===== config.mk =====
export PLATFORM = sky130hd
export DESIGN_NAME = hazard_unit
export DESIGN_NICKNAME = d
export VERILOG_FILES = /design/src/rtl/hazard_unit.sv
export SDC_FILE = /design/constraint.sdc
export NUM_CORES = 1
export LEC_CHECK = 0
export CAP_MARGIN = 20
export CORE_ASPECT_RATIO = 1.4
export CORE_UTILIZATION = 47
export CTS_BUF_LIST = sky130_fd_sc_hd__clkbuf_4
export DETAILED_ROUTE_END_ITERATION = 16
export PLACE_DENSITY = 0.82
export SYNTH_ARGS = -nofsm -noshare
export SYNTH_HDL_FRONTEND = slang
export SYNTH_SLANG_ARGS = --single-unit
export TNS_END_PERCENT = 5

===== constraint.sdc =====
create_clock -name clk -period 1.9 [get_ports clk]
set_input_delay 0.285 -clock clk [delete_from_list [all_inputs] [get_ports clk]]
set_output_delay 0.285 -clock clk [all_outputs]
set_load 0.05 [all_outputs]

===== src/rtl/hazard_unit.sv =====
// Hazard detection and forwarding unit for the five-stage RISC-V pipeline.
// Tracks E/M/W register indices and emits stall, flush, forward selects and two event counters.
module hazard_unit #(
    parameter int REG_ADDR_W = 5,
    parameter int CNT_W      = 32
) (
    input  logic                  clk,
    input  logic                  resetn,
    input  logic [REG_ADDR_W-1:0] Rs1D,
    input  logic [REG_ADDR_W-1:0] Rs2D,
    input  logic [REG_ADDR_W-1:0] RdD,
    input  logic [1:0]            ResultSrcE,
    input  logic                  PCSrcE,
    input  logic                  RegWriteM,
    input  logic                  RegWriteW,
    output logic                  StallF,
    output logic                  StallD,
    output logic                  FlushD,
    output logic                  FlushE,
    output logic [1:0]            ForwardAE,
    output logic [1:0]            ForwardBE,
    output logic [CNT_W-1:0]      LoadUseStalls,
    output logic [CNT_W-1:0]      BranchFlushes
);

    localparam logic [REG_ADDR_W-1:0] REG_X0   = {REG_ADDR_W{1'b0}};
    localparam logic [1:0]            RES_LOAD = 2'b01;
    localparam logic [1:0]            FWD_RF   = 2'b00;
    localparam logic [1:0]            FWD_WB   = 2'b01;
    localparam logic [1:0]            FWD_MEM  = 2'b10;
    localparam logic [CNT_W-1:0]      CNT_ONE  = {{(CNT_W-1){1'b0}}, 1'b1};

    logic [REG_ADDR_W-1:0] rs1_e_q, rs1_e_d;
    logic [REG_ADDR_W-1:0] rs2_e_q, rs2_e_d;
    logic [REG_ADDR_W-1:0] rd_e_q,  rd_e_d;
    logic [REG_ADDR_W-1:0] rd_m_q;
    logic [REG_ADDR_W-1:0] rd_w_q;
    logic [CNT_W-1:0]      lus_cnt_q, lus_cnt_d;
    logic [CNT_W-1:0]      bfl_cnt_q, bfl_cnt_d;
    logic                  lw_stall_s;
    logic                  eff_stall_s;
    logic                  flush_e_s;

    // MEMORY result is newer than WRITEBACK, so it wins; x0 is never forwarded.
    function automatic logic [1:0] fwd_select(
        input logic [REG_ADDR_W-1:0] rs_e,
        input logic [REG_ADDR_W-1:0] rd_m,
        input logic [REG_ADDR_W-1:0] rd_w,
        input logic                  we_m,
        input logic                  we_w
    );
        logic [1:0] sel;
        if (rs_e == REG_X0) begin
            sel = FWD_RF;
        end else if (we_m && (rd_m == rs_e)) begin
            sel = FWD_MEM;
        end else if (we_w && (rd_w == rs_e)) begin
            sel = FWD_WB;
        end else begin
            sel = FWD_RF;
        end
        return sel;
    endfunction

    // Load-use detection and stall/flush resolution; a taken branch overrides the stall.
    always_comb begin
        lw_stall_s  = 1'b0;
        eff_stall_s = 1'b0;
        flush_e_s   = 1'b0;
        if ((ResultSrcE == RES_LOAD) && (rd_e_q != REG_X0) &&
            ((rd_e_q == Rs1D) || (rd_e_q == Rs2D))) begin
            lw_stall_s = 1'b1;
        end else begin
            lw_stall_s = 1'b0;
        end
        eff_stall_s = lw_stall_s & ~PCSrcE;
        flush_e_s   = eff_stall_s | PCSrcE;
    end

    // Drive control outputs.
    always_comb begin
        StallF    = eff_stall_s;
        StallD    = eff_stall_s;
        FlushD    = PCSrcE;
        FlushE    = flush_e_s;
        ForwardAE = fwd_select(rs1_e_q, rd_m_q, rd_w_q, RegWriteM, RegWriteW);
        ForwardBE = fwd_select(rs2_e_q, rd_m_q, rd_w_q, RegWriteM, RegWriteW);
    end

    // Next-state for the D->E indices (bubble on flush) and the event counters.
    always_comb begin
        rs1_e_d   = Rs1D;
        rs2_e_d   = Rs2D;
        rd_e_d    = RdD;
        lus_cnt_d = lus_cnt_q;
        bfl_cnt_d = bfl_cnt_q;
        if (flush_e_s) begin
            rs1_e_d = REG_X0;
            rs2_e_d = REG_X0;
            rd_e_d  = REG_X0;
        end else begin
            rs1_e_d = Rs1D;
            rs2_e_d = Rs2D;
            rd_e_d  = RdD;
        end
        if (eff_stall_s) begin
            lus_cnt_d = lus_cnt_q + CNT_ONE;
        end else begin
            lus_cnt_d = lus_cnt_q;
        end
        if (PCSrcE) begin
            bfl_cnt_d = bfl_cnt_q + CNT_ONE;
        end else begin
            bfl_cnt_d = bfl_cnt_q;
        end
    end

    // Index pipeline registers.
    always_ff @(posedge clk or negedge resetn) begin
        if (!resetn) begin
            rs1_e_q <= REG_X0;
            rs2_e_q <= REG_X0;
            rd_e_q  <= REG_X0;
            rd_m_q  <= REG_X0;
            rd_w_q  <= REG_X0;
        end else begin
            rs1_e_q <= rs1_e_d;
            rs2_e_q <= rs2_e_d;
            rd_e_q  <= rd_e_d;
            rd_m_q  <= rd_e_q;
            rd_w_q  <= rd_m_q;
        end
    end

    // Event counters; they wrap naturally at all-ones.
    always_ff @(posedge clk or negedge resetn) begin
        if (!resetn) begin
            lus_cnt_q <= {CNT_W{1'b0}};
            bfl_cnt_q <= {CNT_W{1'b0}};
        end else begin
            lus_cnt_q <= lus_cnt_d;
            bfl_cnt_q <= bfl_cnt_d;
        end
    end

    assign LoadUseStalls = lus_cnt_q;
    assign BranchFlushes = bfl_cnt_q;

endmodule


==> Implementation_results.wiki, run 1 <==
{| class="wikitable"
! Metric !! Value
|-
| Most common library cell in the layout ignoring fill and taps || sky130_fd_sc_hd__dfrtp_1
|-
| Number of nets produced by synthesis || 381
|-
| Maximum clock skew at final layout || 0.0148 ns
|-
| Post-detailed-routing wire length || 9.52 mm
|-
| Main flop type after synthesis || sky130_fd_sc_hd__dfrtp_1
|-
| Half-perimeter wire length after placement || 6.96 mm
|-
| Worst EP arrival || 2.05 ns
|-
| Die height || 113 µm
|-
| Shortest period the worst path allows || 2.34 ns
|-
| Top-Level Pins || 94
|-
| Worst-path fanout max || 4
|-
| Fraction of the core area covered by cells at the end of the flow || 0.673
|-
| Deepest clock path buffer count || 2
|-
| H-tree depth || 3
|-
| GRT Overall Usage || 0.231
|-
| Number of max-cap violations || 0
|-
| Clock tree from TritonCTS || built
|-
| Avg Cell Area, Syn || 11.5 µm²
|-
| Number of flops mapped to enable cells by yosys || 0
|-
| GRT overflow || 0
|-
| HP Class || in2async
|-
| Floorplan die width || 81.0 µm
|-
| Worst VDD drop || 0.385 mV
|-
| Last weighted congestion value of the routability-driven placer || 0.818
|-
| Number of endpoints with negative hold slack in the final report || 0
|-
| Violations in the final reports || negative setup slack
|-
| Count of state elements after synthesis || 89
|-
| Number of antenna violations at the first check in global routing || 0
|-
| Routed length per instance || 15.9 µm
|-
| Synthesized netlist cell count || 357
|-
| Worst-Skew Late Latency || 0.44 ns
|-
| Final worst hold slack || 0.272 ns
|-
| Reg-to-reg slack, setup || -0.05 ns
|-
| Initial core utilization || 0.482
|-
| Worst setup path end || StallF
|-
| Global-route wire length before repair || 15.7 mm
|-
| Count of pins over their slew limit || 0
|-
| Clock buffers created by TritonCTS || 9
|-
| Origin of the worst setup path || rd_e_q[4]$_DFF_PN0_
|-
| Worst R2R Path Depth || 8
|-
| Count of antenna-violating nets left after detailed routing || 0
|-
| Placement Cell Area || 5460 µm²
|-
| Standard cell core area || 8510 µm²
|-
| Clock-pin slew on the worst setup and hold paths || 0.13 ns
|-
| Vias per cell || 5.25
|-
| Synth Cell Area || 4110 µm²
|-
| Element type at the critical path start || flip-flop
|-
| Maximum clock rate || 428 MHz
|-
| Type of destination of the critical path || output pin
|-
| Run status || complete, but fails checks
|-
| Standard-cell row count || 40
|-
| Warning count from the yosys run || 0
|-
| Number of global-route vias before repair || 3,302
|-
| WS Path Type || reg2out
|-
| Standby leakage power || 3.01 nW
|-
| Final WS setup || -0.438 ns
|-
| Post-detailed-route DRC marker count || 0
|-
| Required time of the critical path || 1.62 ns
|-
| Crit Reg-Reg Startpoint || rd_e_q[1]$_DFF_PN0_
|-
| Count of distinct cell types in the synthesized netlist || 39
|-
| Ratio of cells with drive above 1 in the final layout || 0.234
|-
| Rel. slew slack || 0.655
|-
| Pin count of the biggest net entering global routing || 44
|-
| Area added between synthesis and finish || 39.4%
|-
| Post-route cell area || 5720 µm²
|-
| Full die area || 9120 µm²
|-
| Final setup violation count || 13
|-
| Final net count || 513
|-
| Commonest cells after routing, fill and taps aside || 82 x sky130_fd_sc_hd__dfrtp_1, 61 x sky130_fd_sc_hd__xor2_1, 55 x sky130_fd_sc_hd__dlygate4sd2_1, 42 x sky130_fd_sc_hd__buf_4, 30 x sky130_fd_sc_hd__xnor2_1
|-
| Setup repair after global routing missed its margin || true
|-
| Total inserted antenna cells || 0
|-
| Number of clock sinks seen by CTS || 89
|-
| Final period util || 1.23
|-
| Number of DRC markers in iteration 0 || 132
|-
| Sequential area share after synthesis || 0.543
|-
| Routed via count || 3,132
|-
| Transition time of the tightest slew-check pin || 0.519 ns
|-
| Detailed-routing iteration count for the pre-antenna-repair pass || 4
|-
| Synth async-reset ratio || 1.00
|-
| Worst reg2reg path endpoint || LoadUseStalls[7]$_DFFE_PN0P_
|-
| Cell area power density || 685 nW/µm²
|-
| Root Buffer Master || sky130_fd_sc_hd__clkbuf_4
|-
| Number of buffers inserted by port buffering || 93
|}
==> worst min path at each step <==
stage                start                       endpoint  slack, ns  cells after the start
global route        resetn  BranchFlushes[15]$_DFFE_PN0P_       0.27                      2
finish              resetn  BranchFlushes[18]$_DFFE_PN0P_       0.27                      2
CTS                 resetn  BranchFlushes[15]$_DFFE_PN0P_       0.24                      2
floorplan           resetn   BranchFlushes[0]$_DFFE_PN0P_      -0.01                      0
global placement    resetn  BranchFlushes[15]$_DFFE_PN0P_       0.20                      1
detailed placement  resetn  BranchFlushes[15]$_DFFE_PN0P_       0.21                      1
==> through the flow <==
stage	cells	setup slack (ns)	power [mW]	setup TNS [ns]
finish	597	-0.438	3.92	-2.33
global route	597	-0.525	4.10	-4.44
CTS	597	-0.483	3.95	-2.92
detailed placement	581	-0.402	3.11	-13.21
global placement	581	-0.329	3.08	-10.51
floorplan	357	-0.281	2.70	-2.99
==> kinds of logic (layout without fill, tap and decap cells) <==
family | count (synthesis) | after routing | synth area share
simple gates | 153 | 153 | 0.223
xor+xnor | 91 | 91 | 0.194
flops | 89 | 89 | 0.543
buf+inv | 14 | 149 | 0.0171
compound gates | 6 | 6 | 0.0113
fa+ha+maj | 2 | 2 | 0.00609
mux | 2 | 2 | 0.00549
==> power by group <==
group / switching, mW / internal [mW]
Clock: 0.577 / 0.295
Sequential: 0.128 / 2.01
Combinational: 0.574 / 0.337
Total: 1.28 / 2.64
==> per-layer routing <==
layer / GRT usage / wire, µm / share of wire / vias to the layer above
met5: 0 / 0 / 0 / -
met4: 0.124 / 239 / 0.025 / 0
met3: 0.0472 / 444 / 0.047 / 16
met2: 0.392 / 5070 / 0.53 / 70
met1: 0.268 / 3760 / 0.40 / 1564
li1: - / - / - / 1482
==> Yosys cell counts (2+ instances only) <==
master / count / share of area
sky130_fd_sc_hd__and2_1: 17 / 0.026
sky130_fd_sc_hd__and3_1: 10 / 0.015
sky130_fd_sc_hd__and4_1: 8 / 0.017
sky130_fd_sc_hd__buf_2: 2 / 0.0024
sky130_fd_sc_hd__buf_4: 2 / 0.0037
sky130_fd_sc_hd__clkbuf_1: 5 / 0.0046
sky130_fd_sc_hd__dfrtp_1: 89 / 0.54
sky130_fd_sc_hd__ha_1: 2 / 0.0061
sky130_fd_sc_hd__inv_1: 4 / 0.0037
sky130_fd_sc_hd__nand2_1: 28 / 0.026
sky130_fd_sc_hd__nand3_1: 18 / 0.022
sky130_fd_sc_hd__nand3b_1: 2 / 0.0037
sky130_fd_sc_hd__nand4_1: 10 / 0.015
sky130_fd_sc_hd__nor2_1: 14 / 0.013
sky130_fd_sc_hd__nor3_1: 11 / 0.013
sky130_fd_sc_hd__nor3b_1: 3 / 0.0055
sky130_fd_sc_hd__nor4_1: 12 / 0.018
sky130_fd_sc_hd__nor4_2: 4 / 0.012
sky130_fd_sc_hd__nor4b_1: 5 / 0.011
sky130_fd_sc_hd__or4_1: 3 / 0.0055
sky130_fd_sc_hd__xnor2_1: 30 / 0.064
sky130_fd_sc_hd__xor2_1: 61 / 0.13
==> sequential cells by signal (all words and copies together), names as in the netlist <==
| name | count |
|---|---|
| rs1_e_q | 5 |
| BranchFlushes | 32 |
| rd_e_q | 5 |
| rd_w_q | 5 |
| rd_m_q | 5 |
| rs2_e_q | 5 |
| LoadUseStalls | 32 |
==> critical path: stages (launching register included) <==
cell	delay, ns
sky130_fd_sc_hd__dfrtp_1	0.44
sky130_fd_sc_hd__or4_4	0.57
sky130_fd_sc_hd__o21ai_4	0.16
sky130_fd_sc_hd__or3_4	0.16
sky130_fd_sc_hd__clkinvlp_4	0.12
sky130_fd_sc_hd__buf_8	0.17
==> layout make-up <==
type	instances	area, µm²
well taps	105	131
flip-flops and latches	89	2240
repair buffers	131	1230
inverters	4	18.8
fillers	690	2790
clock buffers	12	90.1
multi-input cells	254	2010
clock inverters	2	8.76
==> repair_timing <==
| action | in CTS | in global routing |
|---|---|---|
| resized for setup | 81 | 17 |
| hold endpoints to repair | 21 | 0 |
| setup buffers | 1 | 0 |
| endpoints found under the setup margin | 75 | 36 |
| pin swaps | 12 | 10 |
| gates cloned | 0 | 0 |
| hold buffers | 1 | 0 |
Power figures use the tool's default switching activity.
==> run 2: changes to the inputs <==
- CORE_UTILIZATION: 47 -> 52
- GPL_ROUTABILITY_DRIVEN: default -> 0
- PLACE_DENSITY: 0.82 -> 0.85
- clock period: 1.9 -> 2.4 ns (I/O delays scaled with it)
==> run 2 against run 1 <==
Net effect:
- the run now ends clean
- global-route usage decreased by 0.51 points
- highest routed layer unchanged
- final cell count decreased by 4.2%
- critical path depth increased by 1
- sequential power decreased by 21%
- count of clock-buffer cells in the layout increased by 1
- register-to-register slack improved by 0.41 ns
- sequential share of layout area increased by 1.7 points
- die area decreased by 9.4%
- wire length decreased by 6.9%
- non-clock buffer count decreased by 22
- clock power decreased by 16%
- combinational power decreased by 22%
==> Implementation_results.wiki, run 2 (synthesis results as in run 1) <==
{| class="wikitable"
! Metric !! Value
|-
| Run status || finished, final reports clean
|-
| Vias per cell || 5.31
|-
| Logic gate share of total power || 0.227
|-
| Clock tree from TritonCTS || built
|-
| Post-detailed-route DRC marker count || 0
|-
| Full die area || 8260 µm²
|-
| Ratio of cells with drive above 1 in the final layout || 0.133
|-
| WS Path Type || reg2out
|-
| Number of max-cap violations || 0
|-
| Maximum clock rate || 429 MHz
|-
| Post-route cell area || 5470 µm²
|-
| Floorplan die width || 77.1 µm
|-
| Count of antenna-violating nets left after detailed routing || 0
|-
| Fraction of power spent switching nets || 0.323
|-
| Most common library cell in the layout ignoring fill and taps || sky130_fd_sc_hd__dfrtp_1
|-
| Count of filler cells inserted in the layout || 577
|-
| Total power || 3.14 mW
|-
| Commonest cells after routing, fill and taps aside || 87 x sky130_fd_sc_hd__dfrtp_1, 84 x sky130_fd_sc_hd__clkdlybuf4s50_1, 61 x sky130_fd_sc_hd__xor2_1, 30 x sky130_fd_sc_hd__xnor2_1, 28 x sky130_fd_sc_hd__nand2_1
|-
| Shortest period the worst path allows || 2.33 ns
|-
| Flop pwr share || 0.541
|-
| GRT Overall Usage || 0.226
|-
| Post-detailed-routing wire length || 8.86 mm
|-
| Number of global-route vias before repair || 3,112
|-
| GRT overflow || 0
|-
| Standard cell core area || 7700 µm²
|-
| Crit path cell chain || xor2_1 > nor3_1 > a22oi_2 > or3_4 > inv_4 > buf_12
|-
| Biggest cell delay along the critical path || 0.45 ns
|-
| Total inserted antenna cells || 0
|-
| Number of buffer and inverter stages on the critical path || 2
|-
| Internal power || 2.13 mW
|-
| Routed length per instance || 15.5 µm
|-
| Routed met3 length || 428 µm
|-
| Placement Cell Area || 5270 µm²
|-
| Die height || 107 µm
|-
| Worst EP arrival || 1.97 ns
|-
| Routed met2 length || 4.65 mm
|-
| Setup repair after global routing missed its margin || true
|-
| Clock-pin slew on the worst setup and hold paths || 0.13 ns
|-
| Count of pins over their slew limit || 0
|-
| Worst-Skew Late Latency || 0.42 ns
|-
| Worst R2R Path Depth || 6
|-
| Element type at the critical path start || flip-flop
|-
| Crit Reg-Reg Startpoint || LoadUseStalls[7]$_DFFE_PN0P_
|-
| Wire length on met1 || 3.62 mm
|-
| Placement-stage worst setup slack || -0.123 ns
|-
| Clock buffers created by TritonCTS || 9
|-
| Deepest clock path buffer count || 2
|-
| Critical path's slowest cell || sky130_fd_sc_hd__dfrtp_2
|-
| Detailed-routing iteration count for the pre-antenna-repair pass || 4
|-
| Top-Level Pins || 94
|-
| Number of buffers inserted by port buffering || 93
|-
| Worst VDD drop || 0.488 mV
|-
| Cell area power density || 574 nW/µm²
|-
| Final WS setup || 0.0691 ns
|-
| Root Buffer Master || sky130_fd_sc_hd__clkbuf_4
|-
| Final period util || 0.971
|-
| Rel. slew slack || 0.642
|-
| Number of antenna violations at the first check in global routing || 0
|-
| Required time of the critical path || 2.04 ns
|-
| Number of endpoints with negative hold slack in the final report || 0
|-
| Final worst hold slack || 0.425 ns
|-
| Area added between synthesis and finish || 33.3%
|-
| Standby leakage power || 2.55 nW
|-
| Maximum clock skew at final layout || 0.00889 ns
|-
| Global-route wire length before repair || 14.4 mm
|-
| Top sig layer || met4
|-
| H-tree depth || 3
|-
| Final setup violation count || 0
|-
| HP Class || in2async
|-
| Initial core utilization || 0.533
|-
| Kind of cell adding the most delay to the critical path || simple AND/OR/NAND/NOR gates
|-
| Final net count || 491
|-
| Number of clock sinks seen by CTS || 89
|-
| Standard-cell row count || 38
|-
| Pin count of the biggest net entering global routing || 53
|-
| Transition time of the tightest slew-check pin || 0.535 ns
|-
| Net switching power figure || 1.02 mW
|-
| Routed via count || 3,039
|-
| Reg-to-reg slack, setup || 0.36 ns
|-
| Worst reg2reg path endpoint || LoadUseStalls[27]$_DFFE_PN0P_
|-
| Clock share of power || 0.232
|-
| Worst-path fanout max || 4
|-
| Number of DRC markers in iteration 0 || 79
|-
| Half-perimeter wire length after placement || 6.51 mm
|-
| Type of destination of the critical path || output pin
|}
[run 2: cell count changes in the layout (fill, tap and decap cells not counted), moves of 4 or more]
cell	before	now
sky130_fd_sc_hd__dlygate4sd2_1	55	0
sky130_fd_sc_hd__nor3_1	4	10
sky130_fd_sc_hd__clkdlybuf4s50_1	20	84
sky130_fd_sc_hd__dfrtp_2	7	2
sky130_fd_sc_hd__dfrtp_1	82	87
sky130_fd_sc_hd__nor4_1	6	10
sky130_fd_sc_hd__nor3_2	7	2
sky130_fd_sc_hd__buf_4	42	16
[run 2: metal layers]
| layer | vias up | track usage |
|---|---|---|
| met3 | 11 | 0.0426 |
| met2 | 85 | 0.401 |
| li1 | 1446 | - |
| met1 | 1497 | 0.261 |
| met5 | - | 0 |
| met4 | 0 | 0.109 |
[run 2: worst max path at each step]
stage               cells after the start                 from  slack [ns]            to
global placement                        8              Rs2D[2]       -0.11        StallD
CTS                                     6  rd_e_q[0]$_DFF_PN0_       -0.04        StallD
finish                                  6  rd_e_q[0]$_DFF_PN0_        0.07        StallD
global route                            5  rd_m_q[1]$_DFF_PN0_       -0.02  ForwardAE[1]
floorplan                               4  rd_m_q[2]$_DFF_PN0_       -0.08  ForwardAE[1]
detailed placement                      8              Rs2D[2]       -0.12        StallD
[run 2: power groups by stage]
stage | logic [mW] | registers, mW | clock network, mW
6_report | 0.714 | 1.70 | 0.729
5_1_grt | 0.761 | 1.71 | 0.810
4_1_cts | 0.714 | 1.70 | 0.754
3_5_place_dp | 0.701 | 1.73 | 0
3_3_place_gp | 0.691 | 1.72 | 0
2_1_floorplan | 0.194 | 1.94 | 0
[run 2: layout make-up]
cell class / count / area (µm²) / share of cell area
Sequential cell: 89 / 2230 / 0.407
Multi-Input combinational cell: 254 / 1860 / 0.341
Timing Repair Buffer: 109 / 1120 / 0.205
Clock buffer: 13 / 97.6 / 0.0178
Tap cell: 100 / 125 / 0.0229
Clock inverter: 3 / 17.5 / 0.00320
Inverter: 4 / 17.5 / 0.00320
[run 2: stage by stage]
stage           util  cells  TNS [ns]
5_1_grt        0.711    572   -0.0544
6_report       0.711    572         0
4_1_cts        0.705    570   -0.0993
3_3_place_gp   0.684    551    -0.213
2_1_floorplan      -    357   -0.0753
3_5_place_dp   0.684    551    -0.328
[run 2: what timing repair did]
action / CTS / global route
hold buffers: 1 / 0
setup buffers: 3 / 2
setup endpoints to repair: 4 / 5
pin swaps: 7 / 7
hold endpoints to repair: 37 / 0
resized for setup: 9 / 6
==> run 3: changes to the inputs <==
- CORE_UTILIZATION: 52 -> 50
- CTS_BUF_LIST: sky130_fd_sc_hd__clkbuf_4 -> default
- PLACE_DENSITY: 0.85 -> 0.83
- SLEW_MARGIN: default -> 15
==> run 3 against run 2 <==
Net effect:
- combinational power is 2% higher
- sequential share of layout area is 0.54 points lower
- die area is 3.9% higher
- wire length is 2.2% higher
- final cell count is 0.17% higher
- worst hold slack worse by 0.020 ns
- power is 7.9% higher
- count of clock-buffer cells in the layout is 1 lower
- largest power group unchanged
==> Implementation_results.wiki, run 3 (synthesis results as in run 1) <==
{| class="wikitable"
! Metric !! Value
|-
| Routed length per instance || 15.8 µm
|-
| Run status || finished, final reports clean
|-
| Number of antenna violations at the first check in global routing || 0
|-
| Total power || 3.39 mW
|-
| Multi-input logic area || 1850 µm²
|-
| Worst R2R Path Depth || 8
|-
| GRT overflow || 0
|-
| Clock tree from TritonCTS || built
|-
| Biggest cell delay along the critical path || 0.55 ns
|-
| Total inserted antenna cells || 0
|-
| Routed via count || 3,080
|-
| HP Class || reg2reg
|-
| Number of logic stages on the critical path including buffering || 6
|-
| Worst-Skew Late Latency || 0.36 ns
|-
| Net switching power figure || 1.04 mW
|-
| Required time of the critical path || 2.04 ns
|-
| Initial core utilization || 0.523
|-
| Number of buffer and inverter stages on the critical path || 3
|-
| Number of endpoints with negative hold slack in the final report || 0
|-
| Number of max-cap violations || 0
|-
| Count of pins over their slew limit || 0
|-
| Post-detailed-route DRC marker count || 0
|-
| Final setup violation count || 0
|-
| Die height || 109 µm
|-
| Area of all sequential standard cells || 2230 µm²
|-
| Standard cell core area || 7850 µm²
|-
| Logic gate share of total power || 0.216
|-
| Internal power || 2.35 mW
|-
| Number of global-route vias before repair || 3,033
|-
| WS Path Type || reg2out
|-
| Maximum clock skew at final layout || 0.00912 ns
|-
| Rel. slew slack || 0.594
|-
| Type of destination of the critical path || output pin
|-
| Number of buffers inserted by port buffering || 93
|-
| Deepest clock path buffer count || 2
|-
| Vias per cell || 5.38
|-
| Most common library cell in the layout ignoring fill and taps || sky130_fd_sc_hd__dfrtp_1
|-
| Standby leakage power || 2.58 nW
|-
| Pin count of the biggest net entering global routing || 40
|-
| Clock buffers created by TritonCTS || 9
|-
| Root Buffer Master || sky130_fd_sc_hd__clkbuf_8
|-
| Commonest cells after routing, fill and taps aside || 87 x sky130_fd_sc_hd__dfrtp_1, 84 x sky130_fd_sc_hd__clkdlybuf4s50_1, 61 x sky130_fd_sc_hd__xor2_1, 30 x sky130_fd_sc_hd__xnor2_1, 28 x sky130_fd_sc_hd__nand2_1
|-
| Flop pwr share || 0.500
|-
| Number of DRC markers in iteration 0 || 101
|-
| Final period util || 0.984
|-
| Element type at the critical path start || flip-flop
|-
| Setup repair after global routing missed its margin || true
|-
| Count of antenna-violating nets left after detailed routing || 0
|-
| Post-detailed-routing wire length || 9.05 mm
|-
| Final worst hold slack || 0.405 ns
|-
| H-tree depth || 3
|-
| Critical path's slowest cell || sky130_fd_sc_hd__or4_4
|-
| Worst-path fanout max || 6
|-
| Hold Path Cell Cnt || 0
|-
| Global-route wire length before repair || 14.4 mm
|-
| Final net count || 493
|-
| Fraction of power spent switching nets || 0.307
|-
| Ratio of cells with drive above 1 in the final layout || 0.125
|-
| Transition time of the tightest slew-check pin || 0.603 ns
|-
| Maximum clock rate || 423 MHz
|-
| Detailed-routing iteration count for the pre-antenna-repair pass || 4
|-
| Clock share of power || 0.284
|-
| Crit path cell chain || or4_4 > o21ai_4 > buf_6 > o21ba_2 > inv_1 > buf_4
|-
| Kind of cell adding the most delay to the critical path || simple AND/OR/NAND/NOR gates
|-
| Number of clock sinks seen by CTS || 89
|-
| Full die area || 8580 µm²
|-
| Clock-pin slew on the worst setup and hold paths || 0.07 ns
|-
| Shortest period the worst path allows || 2.36 ns
|-
| Worst EP arrival || 2.00 ns
|-
| Half-perimeter wire length after placement || 6.73 mm
|-
| Placement-stage worst setup slack || -0.0469 ns
|-
| Standard-cell row count || 38
|-
| Worst VDD drop || 0.404 mV
|-
| Count of filler cells inserted in the layout || 585
|-
| GRT Overall Usage || 0.225
|-
| Area added between synthesis and finish || 35.1%
|-
| Fraction of the core area covered by cells at the end of the flow || 0.707
|-
| Floorplan die width || 78.6 µm
|-
| Cell area power density || 611 nW/µm²
|-
| Top-Level Pins || 94
|-
| Final WS setup || 0.0375 ns
|}
run 3: layout make-up:
cell class	count	area share
clock buffers	12	0.0244
multi-input cells	254	0.334
well taps	100	0.0226
flip-flops and latches	89	0.402
repair buffers	111	0.207
inverters	4	0.00271
clock inverters	3	0.00767
run 3: per-layer routing:
metal | track usage | wire length (µm) | vias to the layer above | share of wire
met5 | 0 | 0 | - | 0
met1 | 0.244 | 3500 | 1523 | 0.39
met4 | 0.124 | 230 | 0 | 0.025
met3 | 0.0477 | 498 | 17 | 0.055
li1 | - | - | 1451 | -
met2 | 0.405 | 4820 | 89 | 0.53
run 3: power groups by stage:
stage / clock network [mW] / logic, mW / registers (mW)
floorplan: 0 / 0.194 / 1.94
global placement: 0 / 0.700 / 1.72
detailed placement: 0 / 0.720 / 1.72
CTS: 0.991 / 0.733 / 1.70
global route: 1.04 / 0.777 / 1.71
finish: 0.963 / 0.731 / 1.70
run 3: through the flow:
step	TNS [ns]	instances	cell area, µm²
2_1_floorplan	-0.0753	357	4110
3_3_place_gp	-0.0972	553	5290
3_5_place_dp	-0.105	553	5290
4_1_cts	-0.0268	570	5520
5_1_grt	-0.0977	573	5550
6_report	0	573	5550
run 3: what timing repair did:
action                                  in CTS  in global routing
gates resized for setup                      9                  2
endpoints found under the hold margin       37                  0
buffers inserted                             1                  3
pin swaps                                    0                  1
endpoints found under the setup margin       4                  4
hold buffers                                 1                  0
run 3: final timing paths:
check / slack [ns] / end / start
worst max-delay path: 0.04 / FlushE / rd_e_q[2]$_DFF_PN0_
worst min-delay path: 0.40 / rd_m_q[1]$_DFF_PN0_ / rd_e_q[1]$_DFF_PN0_
worst max register to register: 0.35 / LoadUseStalls[21]$_DFFE_PN0P_ / rd_e_q[1]$_DFF_PN0_
worst min register to register: 0.40 / rd_m_q[1]$_DFF_PN0_ / rd_e_q[1]$_DFF_PN0_
max in group asynchronous: 1.29 / LoadUseStalls[18]$_DFFE_PN0P_ / resetn
min in group asynchronous: 0.50 / LoadUseStalls[27]$_DFFE_PN0P_ / resetn
